--- config.mk ---
export PLATFORM = sky130hd
export DESIGN_NAME = uart_tx_scheduler_flat
export DESIGN_NICKNAME = d
export VERILOG_FILES = /design/src/rtl/uart_tx_scheduler_if.sv /design/src/rtl/uart_tx_scheduler.sv /design/src/flat_wrapper.sv
export SDC_FILE = /design/constraint.sdc
export NUM_CORES = 1
export LEC_CHECK = 0
export CAP_MARGIN = 20
export CORE_ASPECT_RATIO = 0.7
export CORE_MARGIN = 3
export CORE_UTILIZATION = 48
export DETAILED_ROUTE_END_ITERATION = 10
export PLACE_DENSITY = 0.77
export SLEW_MARGIN = 20
export SYNTH_ARGS = -nofsm -noshare
export SYNTH_HDL_FRONTEND = slang
export SYNTH_SLANG_ARGS = --single-unit
--- constraint.sdc ---
create_clock -name clk -period 3.6 [get_ports clk]
set_clock_uncertainty 0.05 [all_clocks]
set_input_delay 0.9 -clock clk [delete_from_list [all_inputs] [get_ports clk]]
set_output_delay 0.9 -clock clk [all_outputs]
set_load 0.05 [all_outputs]
--- src/rtl/uart_tx_scheduler_if.sv ---
// Requester and transmitter signals shared by the scheduler and its environment.
// master = the scheduler itself, slave = the requesters plus the uart transmitter.
interface uart_tx_scheduler_if #(
  parameter int NUM_REQ = 2
);
  logic [NUM_REQ-1:0]   req_valid;
  logic [8*NUM_REQ-1:0] req_data;
  logic [NUM_REQ-1:0]   req_last;
  logic [NUM_REQ-1:0]   req_ack;
  logic [NUM_REQ-1:0]   grant;
  logic                 tx_ready;
  logic                 tx_start;
  logic [7:0]           tx_data;
  logic                 busy;
  logic                 frame_done;
  logic                 abort;

  modport master (
    input  req_valid, req_data, req_last, tx_ready,
    output req_ack, grant, tx_start, tx_data, busy, frame_done, abort
  );

  modport slave (
    output req_valid, req_data, req_last, tx_ready,
    input  req_ack, grant, tx_start, tx_data, busy, frame_done, abort
  );
endinterface

--- src/rtl/uart_tx_scheduler.sv ---
// Frame-granular round-robin sharing of one uart transmitter between NUM_REQ byte streams.
// Every frame is preceded by a header byte HDR_BASE+index so the far end can demultiplex.
module uart_tx_scheduler #(
  parameter int         NUM_REQ      = 2,
  parameter logic [7:0] HDR_BASE     = 8'hA0,
  parameter int         IDLE_TIMEOUT = 1023
) (
  input logic               clk,
  input logic               reset,
  uart_tx_scheduler_if.master bus
);
  localparam int IW = (NUM_REQ > 1) ? $clog2(NUM_REQ) : 1;
  localparam int CW = (IDLE_TIMEOUT > 0) ? $clog2(IDLE_TIMEOUT + 1) : 1;

  localparam logic [2:0] S_IDLE    = 3'd0;
  localparam logic [2:0] S_HDR_GO  = 3'd1;
  localparam logic [2:0] S_HDR_WLO = 3'd2;
  localparam logic [2:0] S_HDR_WHI = 3'd3;
  localparam logic [2:0] S_DAT_GO  = 3'd4;
  localparam logic [2:0] S_DAT_WLO = 3'd5;
  localparam logic [2:0] S_DAT_WHI = 3'd6;
  localparam logic [2:0] S_DONE    = 3'd7;

  logic [2:0]         state_q, state_d;
  logic [IW-1:0]      idx_q, idx_d;
  logic [IW-1:0]      rr_q, rr_d;
  logic [NUM_REQ-1:0] grant_q, grant_d;
  logic [7:0]         tx_data_q, tx_data_d;
  logic               last_q, last_d;
  logic [CW-1:0]      cnt_q, cnt_d;
  logic               abort_q, abort_d;

  logic [IW-1:0]      win, rr_inc;
  logic               win_vld;
  logic               start_c;
  logic [NUM_REQ-1:0] ack_c;
  logic               cur_valid, cur_last;
  logic [7:0]         cur_byte;

  assign cur_valid = bus.req_valid[idx_q];
  assign cur_last  = bus.req_last[idx_q];
  assign cur_byte  = bus.req_data[{idx_q, 3'b000} +: 8];
  assign rr_inc    = (idx_q == IW'(NUM_REQ - 1)) ? '0 : idx_q + 1'b1;

  // First requesting index at or after the rr pointer, wrapping around.
  always_comb begin
    win     = '0;
    win_vld = 1'b0;
    for (int k = 0; k < NUM_REQ; k++) begin
      if (!win_vld && bus.req_valid[(int'(rr_q) + k) % NUM_REQ]) begin
        win_vld = 1'b1;
        win     = IW'((int'(rr_q) + k) % NUM_REQ);
      end
    end
  end

  always_comb begin
    state_d   = state_q;
    idx_d     = idx_q;
    rr_d      = rr_q;
    grant_d   = grant_q;
    tx_data_d = tx_data_q;
    last_d    = last_q;
    cnt_d     = cnt_q;
    abort_d   = 1'b0;
    start_c   = 1'b0;
    ack_c     = '0;
    case (state_q)
      S_IDLE: begin
        if (win_vld && bus.tx_ready) begin
          idx_d        = win;
          grant_d      = '0;
          grant_d[win] = 1'b1;
          tx_data_d    = HDR_BASE + 8'(win);
          state_d      = S_HDR_GO;
        end
      end
      S_HDR_GO: begin
        if (bus.tx_ready) begin
          start_c = 1'b1;
          state_d = S_HDR_WLO;
        end
      end
      // The transmitter still shows ready for one cycle after a start; only a fall counts.
      S_HDR_WLO: if (!bus.tx_ready) state_d = S_HDR_WHI;
      S_HDR_WHI: begin
        if (bus.tx_ready) begin
          cnt_d   = '0;
          state_d = S_DAT_GO;
        end
      end
      S_DAT_GO: begin
        if (cur_valid && bus.tx_ready) begin
          start_c      = 1'b1;
          ack_c[idx_q] = 1'b1;
          tx_data_d    = cur_byte;
          last_d       = cur_last;
          cnt_d        = '0;
          state_d      = S_DAT_WLO;
        end else if (cnt_q == CW'(IDLE_TIMEOUT)) begin
          abort_d = 1'b1;
          rr_d    = rr_inc;
          grant_d = '0;
          state_d = S_IDLE;
        end else begin
          cnt_d = cnt_q + 1'b1;
        end
      end
      S_DAT_WLO: if (!bus.tx_ready) state_d = S_DAT_WHI;
      S_DAT_WHI: begin
        if (bus.tx_ready) begin
          cnt_d   = '0;
          state_d = last_q ? S_DONE : S_DAT_GO;
        end
      end
      S_DONE: begin
        rr_d    = rr_inc;
        grant_d = '0;
        state_d = S_IDLE;
      end
      default: state_d = S_IDLE;
    endcase
  end

  always_ff @(posedge clk) begin
    if (reset) begin
      state_q   <= S_IDLE;
      idx_q     <= '0;
      rr_q      <= '0;
      grant_q   <= '0;
      tx_data_q <= '0;
      last_q    <= 1'b0;
      cnt_q     <= '0;
      abort_q   <= 1'b0;
    end else begin
      state_q   <= state_d;
      idx_q     <= idx_d;
      rr_q      <= rr_d;
      grant_q   <= grant_d;
      tx_data_q <= tx_data_d;
      last_q    <= last_d;
      cnt_q     <= cnt_d;
      abort_q   <= abort_d;
    end
  end

  // Data bytes go out in the ack cycle, so the live requester byte is shown in DAT_GO.
  assign bus.tx_data    = (state_q == S_DAT_GO) ? cur_byte : tx_data_q;
  assign bus.tx_start   = start_c & ~reset;
  assign bus.req_ack    = ack_c & {NUM_REQ{~reset}};
  assign bus.grant      = grant_q;
  assign bus.busy       = (state_q != S_IDLE);
  assign bus.frame_done = (state_q == S_DONE);
  assign bus.abort      = abort_q;

  a_start_when_ready: assert property (@(posedge clk) disable iff (reset)
    bus.tx_start |-> bus.tx_ready);
  a_grant_onehot: assert property (@(posedge clk) disable iff (reset)
    $onehot0(grant_q));
endmodule

--- src/flat_wrapper.sv ---
// flat-port wrapper written by rule: the top's interface ports become plain ports
module uart_tx_scheduler_flat 
#(
  parameter int         NUM_REQ      = 2,
  parameter logic [7:0] HDR_BASE     = 8'hA0,
  parameter int         IDLE_TIMEOUT = 1023
)
  (clk, reset, bus_req_valid, bus_req_data, bus_req_last, bus_tx_ready, bus_req_ack, bus_grant, bus_tx_start, bus_tx_data, bus_busy, bus_frame_done, bus_abort);
  uart_tx_scheduler_if #(.NUM_REQ(NUM_REQ)) bus_i ();
  input logic clk;
  input logic reset;
  input wire logic [$bits(bus_i.req_valid)-1:0] bus_req_valid;
  input wire logic [$bits(bus_i.req_data)-1:0] bus_req_data;
  input wire logic [$bits(bus_i.req_last)-1:0] bus_req_last;
  input wire logic [$bits(bus_i.tx_ready)-1:0] bus_tx_ready;
  output wire logic [$bits(bus_i.req_ack)-1:0] bus_req_ack;
  output wire logic [$bits(bus_i.grant)-1:0] bus_grant;
  output wire logic [$bits(bus_i.tx_start)-1:0] bus_tx_start;
  output wire logic [$bits(bus_i.tx_data)-1:0] bus_tx_data;
  output wire logic [$bits(bus_i.busy)-1:0] bus_busy;
  output wire logic [$bits(bus_i.frame_done)-1:0] bus_frame_done;
  output wire logic [$bits(bus_i.abort)-1:0] bus_abort;
  assign bus_i.req_valid = bus_req_valid;
  assign bus_i.req_data = bus_req_data;
  assign bus_i.req_last = bus_req_last;
  assign bus_i.tx_ready = bus_tx_ready;
  assign bus_req_ack = bus_i.req_ack;
  assign bus_grant = bus_i.grant;
  assign bus_tx_start = bus_i.tx_start;
  assign bus_tx_data = bus_i.tx_data;
  assign bus_busy = bus_i.busy;
  assign bus_frame_done = bus_i.frame_done;
  assign bus_abort = bus_i.abort;
  uart_tx_scheduler #(.NUM_REQ(NUM_REQ), .HDR_BASE(HDR_BASE), .IDLE_TIMEOUT(IDLE_TIMEOUT)) u_core (.clk(clk), .reset(reset), .bus(bus_i));
endmodule
==> parameters.txt, run 1 <==
Parameter                              Value

Synth
  Mean cell area of the mapped netlist ... 8.44 um^2
  Distinct cells, synth ... 51
  Syn Nets ... 228
  Commonest register cell after synthesis ... sky130_fd_sc_hd__dfxtp_1
  Largest area contributor in the netlist ... sky130_fd_sc_hd__dfxtp_1
  Yosys warning count ... 0
  Post-synth design cell area ... 1720 um^2
  Most area-consuming cells after synthesis ... sky130_fd_sc_hd__dfxtp_1, sky130_fd_sc_hd__mux2i_1, sky130_fd_sc_hd__nor2_1, sky130_fd_sc_hd__nand3_1, sky130_fd_sc_hd__a211oi_1
  Async set-reset flop share out of synthesis ... 0
  Total of flip-flops plus latches after synthesis ... 27
  Number of flops mapped to enable cells by yosys ... 0
  Part of the Yosys area used for sequential elements ... 0.314
  Area share of the largest cell type after synthesis ... 0.314
  Gate count after technology mapping ... 204

Final layout
  Most frequent cells in the layout ... sky130_fd_sc_hd__clkdlybuf4s50_1, sky130_fd_sc_hd__dfxtp_1, sky130_fd_sc_hd__nor2_1, sky130_fd_sc_hd__mux2i_1, sky130_fd_sc_hd__buf_4
  Area growth from synthesis to final layout ... 28.1%
  Non-Filler Instances ... 287
  Antenna diode count ... 0
  Total Nets Final ... 265
  Fraction of layout instances using a drive strength above 1 ... 0.133

Worst setup path
  Critical Path Source Type ... input port
  CP Buf/Inv Count ... 2
  Reg2Reg Launch Point ... u_core.state_q[2]
  Timing startpoint of the critical path ... bus_req_valid[0]
  Worst stage delay on the critical path ... 0.52 ns
  Cell breakdown of the critical path ... clkdlybuf4s50_1 -> mux2_4 -> nand2_1 -> o31a_1 -> nor3_1 -> buf_12
  Req. time, crit path ... 2.65 ns
  Worst Path Class, Setup ... input port to primary output
  Critical-path maximum fanout ... 6
  Element type at the critical path end ... primary output
  Slowest cell on crit path ... sky130_fd_sc_hd__clkdlybuf4s50_1
  Data arrival time of the critical path ... 2.51 ns
  Family with the most delay on the worst path ... buffers and inverters

Placed design
  Total placed cells including tap cells ... 283
  Port-buffer cells ... 38
  Post-detailed-placement half-perimeter wirelength ... 3.31 mm
  Pre-CTS setup slack ... 0.156 ns
  Final GP Congestion ... 0.846

Timing
  Setup slack after layout ... 0.143 ns
  Post-route fraction of the period consumed by the critical path ... 0.960
  Final slew viol count ... 0
  Setup Total Neg Slack ... 0 ns
  Shortest clock period the worst path allows after layout ... 3.46 ns
  Hold Violations, Final ... 0
  RSZ-0062 raised after global routing ... no
  Tightest Pin Transition ... 0.694 ns
  Max Freq ... 289 MHz
  Slew headroom ... 0.532
  Final setup fails ... 0

Drt
  Routed wire length ... 4.28 mm
  Post-detailed-route count of antenna-violating nets ... 0
  Detail-routed net length per standard cell ... 14.9 um
  TritonRoute pass-1 iters ... 4
  Vias ... 1692
  Vias per Instance ... 5.90
  DRC violations left ... 0
  Initial detailed-routing violation count ... 99

Status
  Status ... finished, final reports clean

Clocking
  Cts hold-fix bufs ... 0
  Buffer type at the clock tree root ... sky130_fd_sc_hd__clkbuf_8
  Post-CTS Resized ... 0
  Post-CTS clock slew at the launch and capture registers of the worst setup and hold paths ... 0.10 ns
  CTS max path bufs ... 2
  Clock tree sinks ... 27
  Number of clock buffers inserted by TritonCTS ... 3
  Later-pin clock latency in the skew report ... 0.28 ns
  Setup Fix Bufs, Post-CTS ... 0
  Clock tree from TritonCTS ... done
  Total number of H-tree levels ... 1

Worst hold path
  Launch point of the worst hold path ... u_core.rr_q
  Path class of the lowest-slack min-delay path ... flop to flop

Floorplan
  Number of top-level design ports ... 39
  Chip width ... 77.6 um
  Number of rows created at floorplan ... 17
  Die area ... 4350 um^2
  Core Region ... 3300 um^2
  Initial Util ... 0.522
  Vertical extent of the die ... 56.1 um

Flow run
  Number of maximum-capacitance constraint violations ... 0

Global route
  Pin count of the biggest net entering global routing ... 18
  GRT overflow ... 0
  Total global routing track utilization ... 0.201
  Wire length of the first global-routing pass ... 7.23 mm
  Vias in the first global route ... 1524
  Antenna violations before repair ... 0

Power and ir drop
  Static Leak ... 0.829 nW
  Cell area power density ... 335 nW/um^2
  Maximum vdd drop ... 0.310 mV
==> synth_stat cells (4+ instances only) <==
cell type,instances
sky130_fd_sc_hd__mux2i_1,16
sky130_fd_sc_hd__nor3_1,5
sky130_fd_sc_hd__nand2b_1,5
sky130_fd_sc_hd__nor2_1,24
sky130_fd_sc_hd__a21oi_1,9
sky130_fd_sc_hd__nor2b_1,4
sky130_fd_sc_hd__nand3b_1,4
sky130_fd_sc_hd__a211oi_1,7
sky130_fd_sc_hd__o21ai_0,6
sky130_fd_sc_hd__clkbuf_1,8
sky130_fd_sc_hd__o211ai_1,6
sky130_fd_sc_hd__dfxtp_1,27
sky130_fd_sc_hd__nand2_1,8
sky130_fd_sc_hd__a21o_1,7
sky130_fd_sc_hd__inv_1,10
sky130_fd_sc_hd__nand3_1,13
==> cell families after synthesis <==
group	share of synthesized area
muxes	0.115
adders and majority gates	0.00727
DFF	0.314
buffers and inverters	0.0596
xor gates and xnor gates	0.00509
and+or+nand+nor	0.220
AOI/OAI and AO/OA	0.279
==> layout make-up <==
class / count / area, um^2
Multi-Input combinational cell: 154 / 1080
Sequential cell: 27 / 541
Clock buffer: 3 / 41.3
Fill cell: 263 / 1090
Clock inverter: 1 / 5.00
Tap cell: 47 / 58.8
Timing Repair Buffer: 45 / 443
Inverter: 10 / 37.5
==> per-stage QoR <==
step / util / cell area [um^2] / hold slack [ns] / total power [mW]
6_report: 0.669 / 2200 / 0.416 / 0.739
5_1_grt: 0.669 / 2200 / 0.478 / 0.774
4_1_cts: 0.669 / 2200 / 0.416 / 0.740
3_5_place_dp: 0.655 / 2160 / 0.403 / 0.567
3_3_place_gp: 0.655 / 2160 / 0.413 / 0.560
2_1_floorplan: - / 1720 / 0.379 / 0.494
==> power breakdown <==
| group | internal, mW | switching [mW] |
|---|---|---|
| Combinational | 0.0984 | 0.130 |
| Clock | 0.0777 | 0.0993 |
| Sequential | 0.311 | 0.0225 |
==> registers in the layout, summed over array words and instances, names as in the netlist <==
name / flops
u_core.tx_data_q: 8
u_core.last_q: 1
u_core.bus.grant: 2
u_core.bus.abort: 1
u_core.idx_q: 1
u_core.state_q: 3
u_core.rr_q: 1
u_core.cnt_q: 10
==> tightest hold or removal path, stage by stage, from the launching register on <==
cell and delay [ns]:
sky130_fd_sc_hd__dfxtp_1 0.31, sky130_fd_sc_hd__inv_1 0.05, sky130_fd_sc_hd__a211oi_1 0.06
==> worst paths after layout <==
check / to / slack (ns) / cells after the start
hold / removal: u_core.rr_q / 0.42 / 2
hold reg to reg: u_core.rr_q / 0.42 / 2
setup / recovery: bus_tx_start / 0.14 / 6
setup reg to reg: u_core.tx_data_q[2] / 1.06 / 5
==> routing by layer <==
| layer | part of all wire | GRT usage | vias up |
|---|---|---|---|
| met5 | 0 | 0 | - |
| met4 | 0.0063 | 0.0381 | 0 |
| met3 | 0.064 | 0.0405 | 4 |
| met2 | 0.47 | 0.316 | 62 |
| met1 | 0.46 | 0.284 | 795 |
| li1 | - | - | 831 |
(Power assumes the default switching activity.)
==> inputs of run 2 (changes only) <==
clock period = 4.4 ns   (was 3.6 ns; I/O delays follow)
==> run 2 against run 1 <==
Compared with the run above: via count decreased by 2.0%; clock power decreased by 18%; total power decreased by 18%.
==> parameters.txt, run 2 (synthesis gave the netlist of run 1 again) <==
Parameter                              Value

Power and ir drop
  Maximum vdd drop ... 0.276 mV (was 0.310 mV)
  Static Leak ... 0.790 nW (was 0.829 nW)
  Cell area power density ... 276 nW/um^2 (was 335 nW/um^2)

Drt
  Detail-routed net length per standard cell ... 15.2 um (was 14.9 um)
  DRC violations left ... 0 (unchanged)
  Vias per Instance ... 5.86 (was 5.90)
  Routed wire length ... 4.32 mm (was 4.28 mm)
  Vias ... 1659 (was 1692)
  TritonRoute pass-1 iters ... 4 (unchanged)
  Post-detailed-route count of antenna-violating nets ... 0 (unchanged)
  Initial detailed-routing violation count ... 127 (was 99)

Clocking
  Number of clock buffers inserted by TritonCTS ... 3 (unchanged)
  Total number of H-tree levels ... 1 (unchanged)
  Setup Fix Bufs, Post-CTS ... 0 (unchanged)
  Post-CTS clock slew at the launch and capture registers of the worst setup and hold paths ... 0.10 ns (about the same)
  Later-pin clock latency in the skew report ... 0.28 ns (about the same)
  Buffer type at the clock tree root ... sky130_fd_sc_hd__clkbuf_8 (unchanged)
  Clock tree from TritonCTS ... done (unchanged)
  Cts hold-fix bufs ... 0 (unchanged)
  Post-CTS Resized ... 0 (unchanged)
  CTS max path bufs ... 2 (unchanged)
  Clock tree sinks ... 27 (unchanged)

Floorplan
  Chip width ... 77.6 um (unchanged)
  Initial Util ... 0.522 (unchanged)
  Core Region ... 3300 um^2 (unchanged)
  Vertical extent of the die ... 56.1 um (unchanged)
  Die area ... 4350 um^2 (unchanged)
  Number of rows created at floorplan ... 17 (unchanged)
  Number of top-level design ports ... 39 (unchanged)

Final layout
  Area growth from synthesis to final layout ... 27.6% (was 28.1%)
  Most frequent cells in the layout ... sky130_fd_sc_hd__clkdlybuf4s50_1, sky130_fd_sc_hd__dfxtp_1, sky130_fd_sc_hd__nor2_1, sky130_fd_sc_hd__mux2i_1, sky130_fd_sc_hd__nand3_1 (was sky130_fd_sc_hd__clkdlybuf4s50_1, sky130_fd_sc_hd__dfxtp_1, sky130_fd_sc_hd__nor2_1, sky130_fd_sc_hd__mux2i_1, sky130_fd_sc_hd__buf_4)
  Total Nets Final ... 261 (was 265)
  Final std cell area, no fill ... 2200 um^2 (about the same)
  Registers with the most flip-flops ... u_core.cnt_q x10, u_core.tx_data_q x8, u_core.state_q x3 (unchanged)
  Fraction of layout instances using a drive strength above 1 ... 0.0847 (was 0.133)
  Max reg flops ... 10 (unchanged)
  Largest register by flop count ... u_core.cnt_q (unchanged)
  Leading cell type in the layout, fill and taps excluded ... sky130_fd_sc_hd__clkdlybuf4s50_1
  Antenna diode count ... 0 (unchanged)

Timing
  Slew headroom ... 0.457 (was 0.532)
  Tightest Pin Transition ... 0.815 ns (was 0.694 ns)
  Final setup fails ... 0 (unchanged)
  Final slew viol count ... 0 (unchanged)
  Post-route fraction of the period consumed by the critical path ... 0.908
  Max Freq ... 250 MHz
  Setup Total Neg Slack ... 0 ns (unchanged)
  Hold Violations, Final ... 0 (unchanged)
  Shortest clock period the worst path allows after layout ... 3.99 ns
  RSZ-0062 raised after global routing ... no (unchanged)

Placed design
  Port-buffer cells ... 38 (unchanged)
  Placed Area ... 2150 um^2 (was 2160 um^2)
  Post-detailed-placement half-perimeter wirelength ... 3.26 mm (was 3.31 mm)
  Final GP Congestion ... 0.799 (was 0.846)

Worst setup path
  Critical Path Source Type ... flop (was input port)
  Req. time, crit path ... 3.25 ns (was 2.65 ns)
  Data arrival time of the critical path ... 2.84 ns (was 2.51 ns)
  Critical-path maximum fanout ... 23 (was 6)
  Element type at the critical path end ... primary output (unchanged)
  Worst Path Class, Setup ... flop to primary output (was input port to primary output)

Global route
  Wire length of the first global-routing pass ... 7.21 mm (was 7.23 mm)
  Antenna violations before repair ... 0 (unchanged)
  GRT overflow ... 0 (unchanged)
  Vias in the first global route ... 1571 (was 1524)
  Pin count of the biggest net entering global routing ... 24 (was 18)
  Total global routing track utilization ... 0.203 (was 0.201)

Status
  Status ... finished, final reports clean (unchanged)

Flow run
  Number of maximum-capacitance constraint violations ... 0 (unchanged)

Worst hold path
  Path class of the lowest-slack min-delay path ... flop to flop (unchanged)
==> run 2: routing by layer <==
metal | share of wire | global-route usage
met2 | 0.48 | 0.338
met4 | 0.0039 | 0.0305
met1 | 0.47 | 0.275
met3 | 0.042 | 0.0405
met5 | 0 | 0
==> run 2: cell type report <==
class                           instances  area (um^2)
Clock inverter                          1         7.51
Fill cell                             278         1100
Sequential cell                        27          541
Multi-Input combinational cell        154         1080
Timing Repair Buffer                   41          433
Clock buffer                            3         41.3
Tap cell                               47         58.8
Inverter                               10         37.5
==> run 2: path summary, 6_finish.rpt <==
check	start	endpoint	slack, ns	cells after the start
setup / recovery	u_core.state_q[2]	bus_tx_data[7]	0.41	4
hold / removal	u_core.rr_q	u_core.rr_q	0.44	2
setup reg to reg	u_core.state_q[2]	u_core.tx_data_q[2]	1.90	4
hold reg to reg	u_core.rr_q	u_core.rr_q	0.44	2
==> run 2: power by group <==
part | internal (mW) | switching (mW) | leakage, nW
clock network | 0.0644 | 0.0817 | 0.0217
logic | 0.0808 | 0.103 | 0.549
registers | 0.255 | 0.0207 | 0.219
==> run 2: through the flow <==
stage	total power, mW	hold WS [ns]	utilization	std cells	setup WS (ns)
final	0.606	0.440	0.666	283	0.406
after global placement	0.457	0.394	0.652	279	0.574
after detailed placement	0.465	0.422	0.652	279	0.524
after floorplan	0.404	0.379	-	204	0.433
after global routing	0.636	0.466	0.666	283	0.248
after CTS	0.609	0.440	0.666	283	0.404
==> run 2: worst max-delay path, cell delays in order, from the launching register on <==
cell                              delay [ns]
sky130_fd_sc_hd__dfxtp_1                0.60
sky130_fd_sc_hd__or3b_1                 0.74
sky130_fd_sc_hd__a211oi_1               0.41
sky130_fd_sc_hd__nor2_1                 0.09
sky130_fd_sc_hd__clkdlybuf4s50_1        0.71
==> inputs of run 3 (changes only) <==
CTS_BUF_LIST = sky130_fd_sc_hd__clkbuf_8   (was not set)
==> results of run 3 <==
Final layout, timing and power as in run 2 (identical DEF).
